===== src/rtl/alu_sched_pkg.sv =====
// Shared types and constants for the two-requester ALU scheduler.
// Optional feature macro: ALU_SCHED_STATS_EN (per-requester completion counters).
package alu_sched_pkg;

  // Scheduler FSM states
  typedef enum logic [1:0] {
    ST_IDLE    = 2'd0,
    ST_ISSUE   = 2'd1,
    ST_CAPTURE = 2'd2
  } sched_state_t;

  // ALU control codes, matching the Alu control input
  typedef logic [1:0] alu_op_t;
  localparam alu_op_t OP_ADD = 2'b00;
  localparam alu_op_t OP_SUB = 2'b01;
  localparam alu_op_t OP_AND = 2'b10;
  localparam alu_op_t OP_OR  = 2'b11;

  // Width of the optional completion counters
  localparam int STATS_W = 8;

  // Requester index -> one-hot pulse vector
  function automatic logic [1:0] idx_to_onehot(input logic idx);
    return idx ? 2'b10 : 2'b01;
  endfunction

endpackage


===== src/rtl/rr_arbiter2.sv =====
// Two-way round-robin arbiter: picks a requester from req and the
// priority pointer, and reports what the pointer becomes after a grant.
module rr_arbiter2 (
  input  logic [1:0] req,
  input  logic       prio,
  output logic       valid,
  output logic       idx,
  output logic       prio_next
);

  // A lone requester wins outright; contention is settled by prio.
  always_comb begin
    valid     = |req;
    idx       = (req == 2'b11) ? prio : req[1];
    prio_next = ~idx;
  end

endmodule


===== src/rtl/alu_share_sched.sv =====
// Shares one combinational ALU between two requesters: latch operands of the
// granted requester, let the ALU settle for one cycle, register its outputs
// and pulse done back to that requester.
// Optional feature macro: ALU_SCHED_STATS_EN adds cnt0/cnt1 completion counters.
module alu_share_sched
  import alu_sched_pkg::*;
#(
  parameter int Bits = 5
) (
  input  logic            clk,
  input  logic            rst,
  input  logic [1:0]      req,
  input  logic [Bits-1:0] a0,
  input  logic [Bits-1:0] b0,
  input  alu_op_t         op0,
  input  logic [Bits-1:0] a1,
  input  logic [Bits-1:0] b1,
  input  alu_op_t         op1,
  output logic [1:0]      gnt,
  output logic [1:0]      done,
  output logic [Bits-1:0] result,
  output logic [3:0]      flags,
  output logic            busy,
  output logic [Bits-1:0] alu_a,
  output logic [Bits-1:0] alu_b,
  output alu_op_t         alu_ctrl,
`ifdef ALU_SCHED_STATS_EN
  output logic [STATS_W-1:0] cnt0,
  output logic [STATS_W-1:0] cnt1,
`endif
  input  logic [Bits-1:0] alu_result,
  input  logic [3:0]      alu_flags
);

  sched_state_t    state_q, state_d;
  logic            prio_q;
  logic            sel_q;
  logic [Bits-1:0] alu_a_q, alu_b_q;
  alu_op_t         alu_ctrl_q;
  logic [Bits-1:0] result_q;
  logic [3:0]      flags_q;

  logic arb_valid, arb_idx, arb_prio_next;

  rr_arbiter2 u_arb (
    .req       (req),
    .prio      (prio_q),
    .valid     (arb_valid),
    .idx       (arb_idx),
    .prio_next (arb_prio_next)
  );

  // State register
  always_ff @(posedge clk) begin
    if (rst) state_q <= ST_IDLE;
    else     state_q <= state_d;
  end

  // Next state: requests are only looked at in IDLE
  always_comb begin
    state_d = state_q;
    unique case (state_q)
      ST_IDLE:    if (arb_valid) state_d = ST_ISSUE;
      ST_ISSUE:   state_d = ST_CAPTURE;
      ST_CAPTURE: state_d = ST_IDLE;
      default:    state_d = ST_IDLE;
    endcase
  end

  // Operand latch on grant, result capture after the ALU has had a cycle
  always_ff @(posedge clk) begin
    if (rst) begin
      prio_q     <= 1'b0;
      sel_q      <= 1'b0;
      alu_a_q    <= '0;
      alu_b_q    <= '0;
      alu_ctrl_q <= OP_ADD;
      result_q   <= '0;
      flags_q    <= '0;
    end else begin
      if (state_q == ST_IDLE && arb_valid) begin
        sel_q      <= arb_idx;
        prio_q     <= arb_prio_next;
        alu_a_q    <= arb_idx ? a1  : a0;
        alu_b_q    <= arb_idx ? b1  : b0;
        alu_ctrl_q <= arb_idx ? op1 : op0;
      end
      if (state_q == ST_ISSUE) begin
        result_q <= alu_result;
        flags_q  <= alu_flags;
      end
    end
  end

  // Outputs: pulses decoded from state and the latched requester index
  always_comb begin
    gnt  = (state_q == ST_ISSUE)   ? idx_to_onehot(sel_q) : 2'b00;
    done = (state_q == ST_CAPTURE) ? idx_to_onehot(sel_q) : 2'b00;
    busy = (state_q != ST_IDLE);
  end

  assign alu_a    = alu_a_q;
  assign alu_b    = alu_b_q;
  assign alu_ctrl = alu_ctrl_q;
  assign result   = result_q;
  assign flags    = flags_q;

`ifdef ALU_SCHED_STATS_EN
  logic [STATS_W-1:0] cnt0_q, cnt1_q;

  // Saturating per-requester completion counters, bumped on CAPTURE
  always_ff @(posedge clk) begin
    if (rst) begin
      cnt0_q <= '0;
      cnt1_q <= '0;
    end else if (state_q == ST_CAPTURE) begin
      if (!sel_q && cnt0_q != '1) cnt0_q <= cnt0_q + 1'b1;
      if ( sel_q && cnt1_q != '1) cnt1_q <= cnt1_q + 1'b1;
    end
  end

  assign cnt0 = cnt0_q;
  assign cnt1 = cnt1_q;
`endif

endmodule

===== config.mk =====
export PLATFORM = sky130hd
export DESIGN_NAME = alu_share_sched
export DESIGN_NICKNAME = d
export VERILOG_FILES = /design/src/rtl/alu_sched_pkg.sv /design/src/rtl/rr_arbiter2.sv /design/src/rtl/alu_share_sched.sv
export SDC_FILE = /design/constraint.sdc
export NUM_CORES = 1
export LEC_CHECK = 0
export CORE_MARGIN = 4
export CORE_UTILIZATION = 40
export CTS_CLUSTER_SIZE = 12
export DETAILED_ROUTE_END_ITERATION = 6
export HOLD_SLACK_MARGIN = 0.08
export PLACE_DENSITY = 0.82
export SETUP_SLACK_MARGIN = 0.05
export SLEW_MARGIN = 20
export SYNTH_ARGS = -nofsm -noshare
export SYNTH_HDL_FRONTEND = slang
export SYNTH_SLANG_ARGS = --single-unit
export TNS_END_PERCENT = 20

===== constraint.sdc =====
create_clock -name clk -period 1.75 [get_ports clk]
set_input_delay 0.35 -clock clk [delete_from_list [all_inputs] [get_ports clk]]
set_output_delay 0.35 -clock clk [all_outputs]
set_load 0.01 [all_outputs]

## Yosys cells after proc, flatten, opt, wreduce, memory -nomap -nowiden

Cells that the tools add are included.
Widths: inputs -> output; s select.

- Flip-flop bits (word level): 25
- Output and inout port bits: 26
- Input bits: 37

- Bitwise gates (word level): 1
- Mux-type cells: 9
- Equal/unequal tests: 4
- Reduce and logical (&&, ||, !) cells: 4

Operators with widths:

| operator | count |
|---|---|
| $mux 2 | 5 |
| $mux 5 | 2 |
| $eq 2x2->1 const B | 2 |
| $pmux 2 s2 | 1 |
| $eq 2x1->1 const B | 1 |
| $logic_not 2->1 | 1 |
| $ne 2x2->1 const B | 1 |
| $reduce_bool 2->1 | 1 |
| $reduce_or 2->1 | 1 |
| $logic_and 1x1->1 | 1 |
| $mux 1 | 1 |
| $not 1->1 | 1 |

## Depth between registers and ports, before layout

- Depth in word-level cells: 3
- Mapped depth: 5

## By module

Synthesis repeated with hierarchy kept, for this count alone.

- Cell total of the unflattened synthesis: 116
- Area, all modules: 1098.6 sq um

Modules (own cells, without submodules):

| module | area an instance (sq um) | instances | cells each |
|---|---|---|---|
| alu_share_sched | 1076.0 | 1 | 112 |
| rr_arbiter2 | 22.5 | 1 | 4 |

## Worst setup path before layout

OpenSTA, ideal clock, no wires.

- Path type: register -> output
- Start: reg state_q[0]
- End: out gnt[1]
- Path slack: 0.526 ns
- Arrival time: 0.874 ns
- Stages on the path, launching flop included: 4
- Cells stage by stage: dfxtp_1 -> nor2b_1 -> buf_2 -> and2_1

- Cells in the longest elaborated chain, start to end: 2

RTL lines:

| element | line | RTL |
|---|---|---|
| start: declaration | alu_share_sched.sv:35 | `sched_state_t state_q, state_d;` |
| start signal: assignment | alu_share_sched.sv:56 | `else state_q <= state_d;` |
| $eq 2x1->1 | alu_share_sched.sv:97 | `gnt = (state_q == ST_ISSUE) ? idx_to_onehot(sel_q) : 2'b00;` |
| $mux 2 | alu_share_sched.sv:97 |  |
| end: declaration | alu_share_sched.sv:19 | `output logic [1:0] gnt,` |

No other way between the ends.

## Worst setup path after layout

Same ends and word-level chain as after synthesis.

==> results.md <==
- Kind of critical path: reg2out
- Final hold violations: 0
- First drt pass iteration count: 4
- Starting density of the core: between 40% and 50%
- Reg2Reg Depth: 4
- P_int: around 0.00095 W
- Syn_nets: 171
- Register area share after synthesis: between 40% and 50%
- Synthesized area: about 1200 µm²
- Final setup violation count: 0
- Sequential Power Share: between 40% and 50%
- Reg-to-reg endpoint: alu_a[3]
- RSZ-0062 raised after global routing: false
- Arr. time, crit path: around 1300 ps
- Post_cts resized: 9
- Rel. slew slack: 56.4%
- Final net count: roughly 230
- Gate power share: a little under a third
- CTS buffer count: 3
- Global-route wire length before repair: approximately 5500 µm
- Area Overhead vs Synth: 54.6%
- Die H: about 62 µm
- GRT Residual Overflow: 0
- Status: finished, final reports clean
- Fin area: ~1800 µm²
- Setup Total Neg Slack: 0 ps
- Worst-path clk slew: about 130 ps
- Via-per-instance ratio: roughly 5.5
- Placed Area: approximately 1800 µm²
- Ys Warns: 0
- Avg WL per Cell: about 15 µm
- FFs w/ async S/R, synth: 0%
- Vias in the first global route: between 1000 and 1500
- Root Driver: clkbuf_4
- Number of flops mapped to enable cells by yosys: 0
- Worst Tran Pin Value: ~650 ps
- MaxCap Viol Count: 0
- Remaining antenna violation count after routing: 0
- Switch share: 29.5%
- Startpoint Class: register
- Dpl hpwl: roughly 2600 µm
- DRC marker count from the first detailed-route iteration: 69
- Worst R2R Setup Slack: about 310 ps
- Die X: slightly above 60 µm
- Share of cells above drive strength 1: approximately 14%
- Yosys reg bits: 25
- Boundary Pins: 63
- Avg Cell Area, Syn: just under 9 µm²
- Power share of the clock group: approximately a fifth
- Initial antenna violation count: 0
- Fin util: roughly two thirds
- GRT Util Overall: approximately 17%
- Power density cells: about 740 nW/µm²
- CP endpoint kind: primary output
- Critical Path Source: state_q[0]
- RR Startpoint: state_q[1]
- Cts hold-fix bufs: 0
- Worst-path fanout max: 5
- Setup slack at placement: -138 ps
- Final setup margin: 123 ps
- Fin Hold WS: 466 ps
- Core Box Area: about 2800 µm²
- Worst Hold Depth: 2
- Drt total wl: about 3300 µm
- Netlist cell types: 26
- Peak Freq: roughly 610 MHz
- # diodes: 0
- Worst vdd ir: 0.534 mV
- Clock sinks: 25
- Largest net degree at the start of global routing: 26
- Bufs on Longest Clock Path: 2
- Rows: 19
- Worst endpoint required time: 1400 ps
- Vias: 1227
- Clock Latency Late Sink: between 300 and 400 ps
- Worst Clk Skew: about 1.3 ps
- CTS tree: done
- Hold path endpoint: flags[3]
- Gpl congestion: approximately 0.83
- DRC viols: 0
- Die Area: 3880 µm²
- Sw power: between 0.0003 and 0.0004 W
- Leak: roughly 0.66 nW
- Mapped Cells: 134
- Post-CTS Setup Repair Bufs: 0
- Top FF cell, synth: dfxtp_1
- Tightest Hold Check Type: reg2reg
- Period utilization: between 90% and 100%
- H-tree depth: 1
- Min Tclk post-route: 1630 ps
- Port Buffers: 62
- Min-delay src: flags[3]
- Final Max Slew Viols: 0
metal layers:
| layer | wire, µm | global-route usage [%] | up-vias |
|---|---|---|---|
| met1 | 1320 | 18.4 | 540 |
| met4 | 66 | 8.49 | 0 |
| li1 | - | - | 601 |
| met3 | 349 | 5.95 | 8 |
| met2 | 1570 | 27.6 | 78 |
| met5 | 0 | 0 | - |
cells in the final DEF, fill, tap and decap left out:
master | netlist | final
nand2b_1 | 1 | 1
and2b_2 | 1 | 1
o21ai_1 | 10 | 10
nand3_1 | 13 | 13
nor3b_1 | 1 | 1
nand2_1 | 18 | 18
dfxtp_1 | 25 | 23
nand2b_2 | 1 | 1
clkbuf_1 | 2 | 1
nor2_4 | 1 | 1
and2_1 | 1 | 1
a311oi_1 | 5 | 5
clkdlybuf4s50_1 | 0 | 57
or2_4 | 1 | 1
nor3_1 | 1 | 1
inv_2 | 2 | 2
dfxtp_4 | 0 | 2
o21ai_0 | 3 | 3
dlygate4sd2_1 | 0 | 5
nor2_2 | 2 | 2
nor2_1 | 2 | 2
buf_4 | 3 | 7
clkbuf_4 | 0 | 3
nor2b_1 | 1 | 1
and3b_1 | 1 | 1
a311oi_2 | 8 | 8
a21oi_1 | 23 | 23
power by group through the flow:
stage | Clock [W] | Sequential, W | Combinational, W
6_report | 0.000258 | 0.000658 | 0.000428
5_1_grt | 0.000283 | 0.000664 | 0.000460
4_1_cts | 0.000262 | 0.000658 | 0.000430
3_5_place_dp | 0 | 0.000669 | 0.000434
3_3_place_gp | 0 | 0.000668 | 0.000422
2_1_floorplan | 0 | 0.000686 | 0.000201
worst max path at each step:
| stage | endpoint |
|---|---|
| floorplan | gnt[1] |
| global placement | alu_a[1] |
| detailed placement | alu_ctrl[1] |
| CTS | gnt[1] |
| global route | gnt[1] |
| finish | gnt[1] |
cell usage after synthesis (all sizes together) (2+ instances only):
cell	number	area, µm²
a21oi	23	115
a311oi	13	164
buf	10	70.1
clkbuf	2	7.51
dfxtp	25	500
inv	2	7.51
nand2	18	67.6
nand2b	2	15.0
nand3	13	65.1
nor2	5	31.3
o21ai	13	65.1
cells by family (layout without fill, tap and decap cells):
logic type / after synthesis / in the layout / synth area share [%]
DFF: 25 / 25 / 42.5
and+or+nand+nor: 45 / 45 / 19.5
AOI/OAI and AO/OA: 49 / 49 / 29.2
buffers and inverters: 15 / 75 / 8.81
critical path, cell delays in order (launching register included):
cell and delay, ps:
dfxtp_4 400, nor2b_1 160, and2_1 140, dlygate4sd2_1 270
metrics by stage:
step                std cells  total power, W
finish                    225         0.00134
global route              225         0.00141
CTS                       225         0.00135
detailed placement        221         0.00110
global placement          221         0.00109
floorplan                 134        0.000887
state kept, by name (all words and copies together) (netlist names):
name / flops
alu_a: 5
alu_b: 5
alu_ctrl: 2
flags: 4
prio_q: 1
result: 5
sel_q: 1
state_q: 2
final cells by class:
cell class              instances  area [µm²]
multi-input cells              94         574
well taps                      31        38.8
fillers                       242         960
inverters                       2        7.51
repair buffers                 69         667
flip-flops and latches         25         508
clock buffers                   4        26.3
No activity file was read; power rests on OpenSTA's default activity.
